File: src/rtl/wb_pkg.sv
// rtl/wb_pkg.sv - shared types and constants for the writeback stage
package wb_pkg;

    localparam int ENTRY_DATA_W = 32;
    localparam int ENTRY_REG_AW = 4;

    localparam logic [ENTRY_REG_AW-1:0] PC_IDX = 4'd15;
    localparam int NUM_GPR = 15;

    // One buffered MEM-stage result; data/data_ok are filled in later for loads
    typedef struct packed {
        logic                    wb_en;
        logic                    is_load;
        logic [ENTRY_REG_AW-1:0] dest;
        logic [ENTRY_DATA_W-1:0] alu;
        logic [ENTRY_DATA_W-1:0] data;
        logic                    data_ok;
    } wb_entry_t;

endpackage

File: src/rtl/wb_stage_if.sv
// rtl/wb_stage_if.sv - MEM-side, load-data and register-file signals of the writeback stage
interface wb_stage_if #(
    parameter int DATA_W = 32,
    parameter int REG_AW = 4
);
    import wb_pkg::*;

    logic              in_valid;
    logic              in_ready;
    logic              in_wb_en;
    logic              in_is_load;
    logic [REG_AW-1:0] in_dest;
    logic [DATA_W-1:0] in_alu;
    logic              mem_rdata_vld;
    logic [DATA_W-1:0] mem_rdata;
    logic [REG_AW-1:0] destWB;
    logic [DATA_W-1:0] resultWB;
    logic              writeBackEn;
    logic              pc_wr_en;
    logic [DATA_W-1:0] pc_wr_value;
    logic [NUM_GPR-1:0] pending_mask;
    logic              rdata_orphan;

    // Upstream pipeline / memory / register-file side
    modport master (
        output in_valid, in_wb_en, in_is_load, in_dest, in_alu, mem_rdata_vld, mem_rdata,
        input  in_ready, destWB, resultWB, writeBackEn, pc_wr_en, pc_wr_value,
               pending_mask, rdata_orphan
    );

    // Writeback stage side
    modport slave (
        input  in_valid, in_wb_en, in_is_load, in_dest, in_alu, mem_rdata_vld, mem_rdata,
        output in_ready, destWB, resultWB, writeBackEn, pc_wr_en, pc_wr_value,
               pending_mask, rdata_orphan
    );

endinterface

File: src/rtl/wb_retire_fifo.sv
// rtl/wb_retire_fifo.sv - in-order circular result buffer with a load-data write port
module wb_retire_fifo
    import wb_pkg::*;
#(
    parameter  int DEPTH = 2,
    localparam int PW    = $clog2(DEPTH),
    localparam int CW    = $clog2(DEPTH + 1)
) (
    input  logic                    clk,
    input  logic                    rst,
    input  logic                    push,
    input  wb_entry_t               push_entry,
    input  logic                    pop,
    input  logic                    ld_wr_en,
    input  logic [PW-1:0]           ld_wr_idx,
    input  logic [ENTRY_DATA_W-1:0] ld_wr_data,
    output logic [PW-1:0]           head_ptr,
    output wb_entry_t               head,
    output wb_entry_t               entries [DEPTH],
    output logic [DEPTH-1:0]        entry_vld,
    output logic [CW-1:0]           count
);

    wb_entry_t        mem [DEPTH];
    logic [DEPTH-1:0] vld_q;
    logic [PW-1:0]    head_q;
    logic [PW-1:0]    tail_q;
    logic [CW-1:0]    count_q;

    // Pointer/occupancy bookkeeping plus entry writes; push only targets the free
    // tail slot, so it never collides with a load-data write or the popped head
    always_ff @(posedge clk) begin
        if (rst) begin
            vld_q   <= '0;
            head_q  <= '0;
            tail_q  <= '0;
            count_q <= '0;
        end else begin
            if (ld_wr_en) begin
                mem[ld_wr_idx].data    <= ld_wr_data;
                mem[ld_wr_idx].data_ok <= 1'b1;
            end
            if (push) begin
                mem[tail_q]   <= push_entry;
                vld_q[tail_q] <= 1'b1;
                tail_q        <= tail_q + 1'b1;
            end
            if (pop) begin
                vld_q[head_q] <= 1'b0;
                head_q        <= head_q + 1'b1;
            end
            count_q <= count_q + CW'(push) - CW'(pop);
        end
    end

    assign head_ptr  = head_q;
    assign head      = mem[head_q];
    assign entries   = mem;
    assign entry_vld = vld_q;
    assign count     = count_q;

endmodule

File: src/rtl/wb_stage.sv
// rtl/wb_stage.sv - writeback stage: buffering, load-data merge, retire and R15 redirect
module wb_stage
    import wb_pkg::*;
#(
    parameter int DEPTH  = 2,
    parameter int DATA_W = 32,
    parameter int REG_AW = 4
) (
    input logic       clk,
    input logic       rst,
    wb_stage_if.slave bus
);

    localparam int PW = $clog2(DEPTH);
    localparam int CW = $clog2(DEPTH + 1);

    logic [PW-1:0]    head_ptr;
    wb_entry_t        head;
    wb_entry_t        entries [DEPTH];
    logic [DEPTH-1:0] entry_vld;
    logic [CW-1:0]    count;

    logic          push;
    logic          pop;
    wb_entry_t     push_entry;
    logic          ld_found;
    logic [PW-1:0] ld_idx;
    logic          ld_wr_en;
    logic          ld_to_new;
    logic          orphan_set;
    logic          head_bypass;
    logic [DATA_W-1:0] head_value;

    logic [REG_AW-1:0]  dest_q;
    logic [DATA_W-1:0]  result_q;
    logic               wbe_q;
    logic               pce_q;
    logic [DATA_W-1:0]  pcv_q;
    logic               orphan_q;
    logic [NUM_GPR-1:0] mask;

    wb_retire_fifo #(.DEPTH(DEPTH)) u_fifo (
        .clk        (clk),
        .rst        (rst),
        .push       (push),
        .push_entry (push_entry),
        .pop        (pop),
        .ld_wr_en   (ld_wr_en),
        .ld_wr_idx  (ld_idx),
        .ld_wr_data (bus.mem_rdata),
        .head_ptr   (head_ptr),
        .head       (head),
        .entries    (entries),
        .entry_vld  (entry_vld),
        .count      (count)
    );

    // Readiness comes from occupancy alone so it never depends on this cycle's retire
    assign bus.in_ready = (count < CW'(DEPTH));
    assign push         = bus.in_valid && bus.in_ready;

    // Find the oldest buffered load still waiting for data, walking from the head
    always_comb begin
        logic [PW-1:0] idx;
        ld_found = 1'b0;
        ld_idx   = '0;
        idx      = '0;
        for (int k = 0; k < DEPTH; k++) begin
            idx = head_ptr + PW'(k);
            if (!ld_found && entry_vld[idx] && entries[idx].is_load && !entries[idx].data_ok) begin
                ld_found = 1'b1;
                ld_idx   = idx;
            end
        end
    end

    // Route load data: buffered waiter first, else the load entering now, else orphan
    always_comb begin
        ld_wr_en   = bus.mem_rdata_vld && ld_found;
        ld_to_new  = bus.mem_rdata_vld && !ld_found && push && bus.in_is_load;
        orphan_set = bus.mem_rdata_vld && !ld_found && !ld_to_new;

        push_entry.wb_en   = bus.in_wb_en;
        push_entry.is_load = bus.in_is_load;
        push_entry.dest    = bus.in_dest;
        push_entry.alu     = bus.in_alu;
        push_entry.data    = ld_to_new ? bus.mem_rdata : '0;
        push_entry.data_ok = !bus.in_is_load || ld_to_new;
    end

    // Head retires when its value is known, including load data bypassed this cycle
    always_comb begin
        head_bypass = ld_wr_en && (ld_idx == head_ptr);
        pop         = (count != '0) && (head.data_ok || head_bypass);
        if (!head.is_load)
            head_value = head.alu;
        else if (head.data_ok)
            head_value = head.data;
        else
            head_value = bus.mem_rdata;
    end

    // Registered retire outputs: GPR write pulse, or PC redirect for R15
    always_ff @(posedge clk) begin
        if (rst) begin
            dest_q   <= '0;
            result_q <= '0;
            wbe_q    <= 1'b0;
            pce_q    <= 1'b0;
            pcv_q    <= '0;
        end else begin
            wbe_q <= 1'b0;
            pce_q <= 1'b0;
            if (pop && head.wb_en) begin
                if (head.dest == PC_IDX) begin
                    pce_q <= 1'b1;
                    pcv_q <= head_value;
                end else begin
                    wbe_q    <= 1'b1;
                    dest_q   <= head.dest;
                    result_q <= head_value;
                end
            end
        end
    end

    // Sticky flag for load data that had no load to land in
    always_ff @(posedge clk) begin
        if (rst)
            orphan_q <= 1'b0;
        else if (orphan_set)
            orphan_q <= 1'b1;
    end

    // Registers with a write still in flight: buffered GPR writers plus the one on the port
    always_comb begin
        mask = '0;
        for (int k = 0; k < DEPTH; k++) begin
            if (entry_vld[k] && entries[k].wb_en && entries[k].dest != PC_IDX)
                mask[entries[k].dest] = 1'b1;
        end
        if (wbe_q)
            mask[dest_q] = 1'b1;
    end

    assign bus.destWB       = dest_q;
    assign bus.resultWB     = result_q;
    assign bus.writeBackEn  = wbe_q;
    assign bus.pc_wr_en     = pce_q;
    assign bus.pc_wr_value  = pcv_q;
    assign bus.pending_mask = mask;
    assign bus.rdata_orphan = orphan_q;

endmodule

File: src/flat_wrapper.sv
// flat-port wrapper written by rule: the top's interface ports become plain ports
module wb_stage_flat import wb_pkg::*;
#(
    parameter int DEPTH  = 2,
    parameter int DATA_W = 32,
    parameter int REG_AW = 4
)
  (clk, rst, bus_in_valid, bus_in_wb_en, bus_in_is_load, bus_in_dest, bus_in_alu, bus_mem_rdata_vld, bus_mem_rdata, bus_in_ready, bus_destWB, bus_resultWB, bus_writeBackEn, bus_pc_wr_en, bus_pc_wr_value, bus_pending_mask, bus_rdata_orphan);
  wb_stage_if #(.DATA_W(DATA_W), .REG_AW(REG_AW)) bus_i ();
  input logic clk;
  input logic rst;
  input wire logic [$bits(bus_i.in_valid)-1:0] bus_in_valid;
  input wire logic [$bits(bus_i.in_wb_en)-1:0] bus_in_wb_en;
  input wire logic [$bits(bus_i.in_is_load)-1:0] bus_in_is_load;
  input wire logic [$bits(bus_i.in_dest)-1:0] bus_in_dest;
  input wire logic [$bits(bus_i.in_alu)-1:0] bus_in_alu;
  input wire logic [$bits(bus_i.mem_rdata_vld)-1:0] bus_mem_rdata_vld;
  input wire logic [$bits(bus_i.mem_rdata)-1:0] bus_mem_rdata;
  output wire logic [$bits(bus_i.in_ready)-1:0] bus_in_ready;
  output wire logic [$bits(bus_i.destWB)-1:0] bus_destWB;
  output wire logic [$bits(bus_i.resultWB)-1:0] bus_resultWB;
  output wire logic [$bits(bus_i.writeBackEn)-1:0] bus_writeBackEn;
  output wire logic [$bits(bus_i.pc_wr_en)-1:0] bus_pc_wr_en;
  output wire logic [$bits(bus_i.pc_wr_value)-1:0] bus_pc_wr_value;
  output wire logic [$bits(bus_i.pending_mask)-1:0] bus_pending_mask;
  output wire logic [$bits(bus_i.rdata_orphan)-1:0] bus_rdata_orphan;
  assign bus_i.in_valid = bus_in_valid;
  assign bus_i.in_wb_en = bus_in_wb_en;
  assign bus_i.in_is_load = bus_in_is_load;
  assign bus_i.in_dest = bus_in_dest;
  assign bus_i.in_alu = bus_in_alu;
  assign bus_i.mem_rdata_vld = bus_mem_rdata_vld;
  assign bus_i.mem_rdata = bus_mem_rdata;
  assign bus_in_ready = bus_i.in_ready;
  assign bus_destWB = bus_i.destWB;
  assign bus_resultWB = bus_i.resultWB;
  assign bus_writeBackEn = bus_i.writeBackEn;
  assign bus_pc_wr_en = bus_i.pc_wr_en;
  assign bus_pc_wr_value = bus_i.pc_wr_value;
  assign bus_pending_mask = bus_i.pending_mask;
  assign bus_rdata_orphan = bus_i.rdata_orphan;
  wb_stage #(.DEPTH(DEPTH), .DATA_W(DATA_W), .REG_AW(REG_AW)) u_core (.clk(clk), .rst(rst), .bus(bus_i));
endmodule
File: config.mk
export PLATFORM = sky130hd
export DESIGN_NAME = wb_stage_flat
export DESIGN_NICKNAME = d
export VERILOG_FILES = /design/src/rtl/wb_pkg.sv /design/src/rtl/wb_stage_if.sv /design/src/rtl/wb_retire_fifo.sv /design/src/rtl/wb_stage.sv /design/src/flat_wrapper.sv
export SDC_FILE = /design/constraint.sdc
export NUM_CORES = 1
export LEC_CHECK = 0
export BUFFER_PORTS_ARGS = -buffer_cell sky130_fd_sc_hd__buf_2
export CORE_UTILIZATION = 35
export DETAILED_ROUTE_END_ITERATION = 10
export SLEW_MARGIN = 15
export SYNTH_ARGS = -nofsm -noshare
export SYNTH_HDL_FRONTEND = slang
export SYNTH_SLANG_ARGS = --single-unit
File: constraint.sdc
create_clock -name clk -period 3.2 [get_ports clk]
set_input_delay 0.16 -clock clk [delete_from_list [all_inputs] [get_ports clk]]
set_output_delay 0.16 -clock clk [all_outputs]
set_load 0.03 [all_outputs]
==> flow_metrics.env <==
export IMPL_portBuffers=160
export IMPL_synth_largest_area_cell="edfxtp_1"
export IMPL_synth_compound_area_share_pct=13.8
export IMPL_powerDensity_nw_per_um2=665
export IMPL_synth_cells=946
export IMPL_setup_slack_ns=0.805
export IMPL_fin_nets=1216
export IMPL_tritoncts="done"
export IMPL_slew_headroom_pct=30.9
export IMPL_dieArea_sq_um=30600
export IMPL_dp_hpwl_microns=18300
export IMPL_grt_max_degree=56
export IMPL_core_area_sq_um=29100
export IMPL_worstSetupPathType="reg -> reg"
export IMPL_ys_async_sr_fraction_pct=0
export IMPL_cts_root_buffer="clkbuf_16"
export IMPL_seq_area_frac_synth_pct=55.4
export IMPL_slew_viol_final=0
export IMPL_die_y_microns=175
export IMPL_cp_required_ns=3.63
export IMPL_drtPass1Iterations=5
export IMPL_cts_buffers=25
export IMPL_antenna_found_initial=2
export IMPL_clk_pin_slew_worst_paths_ns=0.06
export IMPL_crit_path_end_kind="flip-flop"
export IMPL_synth_mux_area_share_pct=12.9
export IMPL_finalHoldViolCount=0
export IMPL_fillerInstances=2792
export IMPL_final_layout_size_suffix_gt1_share_pct=20.4
export IMPL_synthToLayoutAreaGrowth_pct=25.7
export IMPL_dp_slack_ns=0.860
export IMPL_grt_total_usage_pct=18.5
export IMPL_yosysTopAreaCellShare_pct=40.7
export IMPL_start_kind="flip-flop"
export IMPL_yosys_area_share_simple_pct=13.8
export IMPL_synthTopCellsByArea="edfxtp_1, dfxtp_1, mux2i_1"
export IMPL_synth_distinct_cells=46
export IMPL_clockBufferDepth=3
export IMPL_ys_seq_elements=219
export IMPL_synthAdderAreaFrac_pct=0.119
export IMPL_cts_resized_gates=0
export IMPL_period_share_pct=74.8
export IMPL_cap_violations=0
export IMPL_synthTopCellsByCount="edfxtp_1, mux2i_1, nand2_1, nor2_1, and3_1"
export IMPL_fin_setup_tns_ns=0
export IMPL_overflow=0
export IMPL_synth_fp_nets=1021
export IMPL_multi_input_comb_area_sq_um=4360
export IMPL_leakagePower_nw=5.89
export IMPL_vdd_ir_drop_max_mv=0.405
export IMPL_synth_warnings=0
export IMPL_critPathArrivalTime_ns=2.83
export IMPL_insertion_delay_ns=0.51
export IMPL_cts_htree_levels=1
export IMPL_power_w=0.00877
export IMPL_drtIter0Drc=589
export IMPL_ios=161
export IMPL_fmax_ghz=0.418
export IMPL_setup_viol=0
export IMPL_avgSynthCellArea_sq_um=11.1
export IMPL_rsz0062_at_grt="false"
export IMPL_via_count=8197
export IMPL_skew_ns=0.00742
export IMPL_drc=0
export IMPL_seq_area_sq_um=5810
export IMPL_grt_pass1_wl_microns=44900
export IMPL_synth_xor_area_share_pct=0.0836
export IMPL_grt_pass1_vias=8122
export IMPL_ant_nets=0
export IMPL_stdcell_area_sq_um=13200
export IMPL_synth_top_family_by_area="compound AO/OA/AOI/OAI gates"
export IMPL_worst_pin_slew_ns=1.03
export IMPL_status="completed"
export IMPL_path_max_fanout=12
export IMPL_cts_sinks=219
export IMPL_drt_total_wl_microns=29300
export IMPL_vias_per_cell=5.31
export IMPL_netlist_area_sq_um=10500
export IMPL_wire_per_inst_microns=18.9
export IMPL_start_util_pct=36.0
export IMPL_min_path_type="in -> reg"
export IMPL_period_needed_ns=2.39
export IMPL_synthFlopType="edfxtp_1"
export IMPL_synth_most_common_cell="edfxtp_1"
export IMPL_row_count=62
export IMPL_fp_dieW_microns=175
export IMPL_gp_congestion=0.843
export IMPL_dpl_cell_area_sq_um=11700
export IMPL_synth_edff_count=142
## metrics by stage
stage          std cells  util [%]  hold WS [ns]
2_1_floorplan        946         -         0.350
3_3_place_gp        1429      40.1         0.441
6_report            1544      45.3        0.0452
4_1_cts             1543      45.3        0.0216
3_5_place_dp        1429      40.1         0.451
5_1_grt             1544      45.3        0.0535
## sequential cells by signal, summed over array words and instances (netlist names)
name and flops:
u_core.u_fifo.entries 142, u_core.bus.pc_wr_value 32, u_core.bus.resultWB 32, u_core.bus.destWB 4
u_core.u_fifo.count 2, u_core.u_fifo.entry_vld 2, u_core.bus.pc_wr_en 1, u_core.bus.rdata_orphan 1
u_core.bus.writeBackEn 1, u_core.u_fifo.head_ptr 1, u_core.u_fifo.tail_q 1
## cells by family after synthesis
family          count (synthesis)
simple gates                  300
flops                         219
compound gates                201
mux                           135
buf+inv                        89
xor+xnor                        1
fa+ha+maj                       1
## cells in the final DEF, fill, tap and decap left out, types with 4 or more instances in the layout
master,count
nand4_1,5
a221oi_1,4
o221ai_1,4
buf_2,160
o21ai_0,7
nand2b_1,4
a21oi_1,67
inv_1,10
nand3_1,12
nor3_1,6
a31oi_1,4
a22o_1,64
and3_1,79
clkinv_2,7
buf_12,4
dlygate4sd3_1,69
nor2_1,83
mux2i_1,133
clkbuf_8,4
clkbuf_16,26
dfxtp_1,76
buf_4,12
edfxtp_1,142
a22oi_1,37
nand2_1,89
nor2_4,6
## path summary, 6_finish.rpt
path / startpoint / end / slack, ns / cells past startpoint
setup / recovery: u_core.u_fifo.head_ptr / u_core.u_fifo.count[1] / 0.81 / 6
hold reg to reg: u_core.bus.resultWB[2] / u_core.bus.resultWB[2] / 0.45 / 2
setup reg to reg: u_core.u_fifo.head_ptr / u_core.u_fifo.count[1] / 0.81 / 6
hold / removal: bus_in_is_load / u_core.u_fifo.entries[69] / 0.05 / 3
## layer usage
metal	up-vias	part of all wire (%)	GRT usage [%]
met5	-	0.034	0
met2	247	47	31.2
li1	3938	-	-
met1	3967	45	24.5
met4	2	2.0	4.75
met3	43	5.7	3.18
## repair_timing
action / CTS / global route
endpoints found under the setup margin: 0 / 0
setup buffers: 0 / 0
hold buffers: 69 / 0
endpoints found under the hold margin: 137 / 0
## final cells by class
| class | instances | share of cell area [%] |
|---|---|---|
| Timing Repair Buffer | 245 | 12.6 |
| Clock inverter | 13 | 0.769 |
| Inverter | 12 | 0.361 |
| Multi-Input combinational cell | 638 | 33.1 |
| Antenna cell | 1 | 0.0190 |
| Clock buffer | 32 | 5.41 |
| Sequential cell | 219 | 44.1 |
| Tap cell | 384 | 3.65 |
## report_power, final
group          internal, W  switching (W)
registers          0.00345       0.000240
clock network      0.00166        0.00118
logic             0.000860        0.00138
total              0.00597        0.00279
## worst max-delay path: stages (launching register included)
cell and delay, ns:
dfxtp_1 0.66, mux2_2 0.44, nor2_1 0.27, xnor2_1 0.11
ha_1 0.22, or4_1 0.51, o211ai_1 0.10
Power figures use the tool's default switching activity.
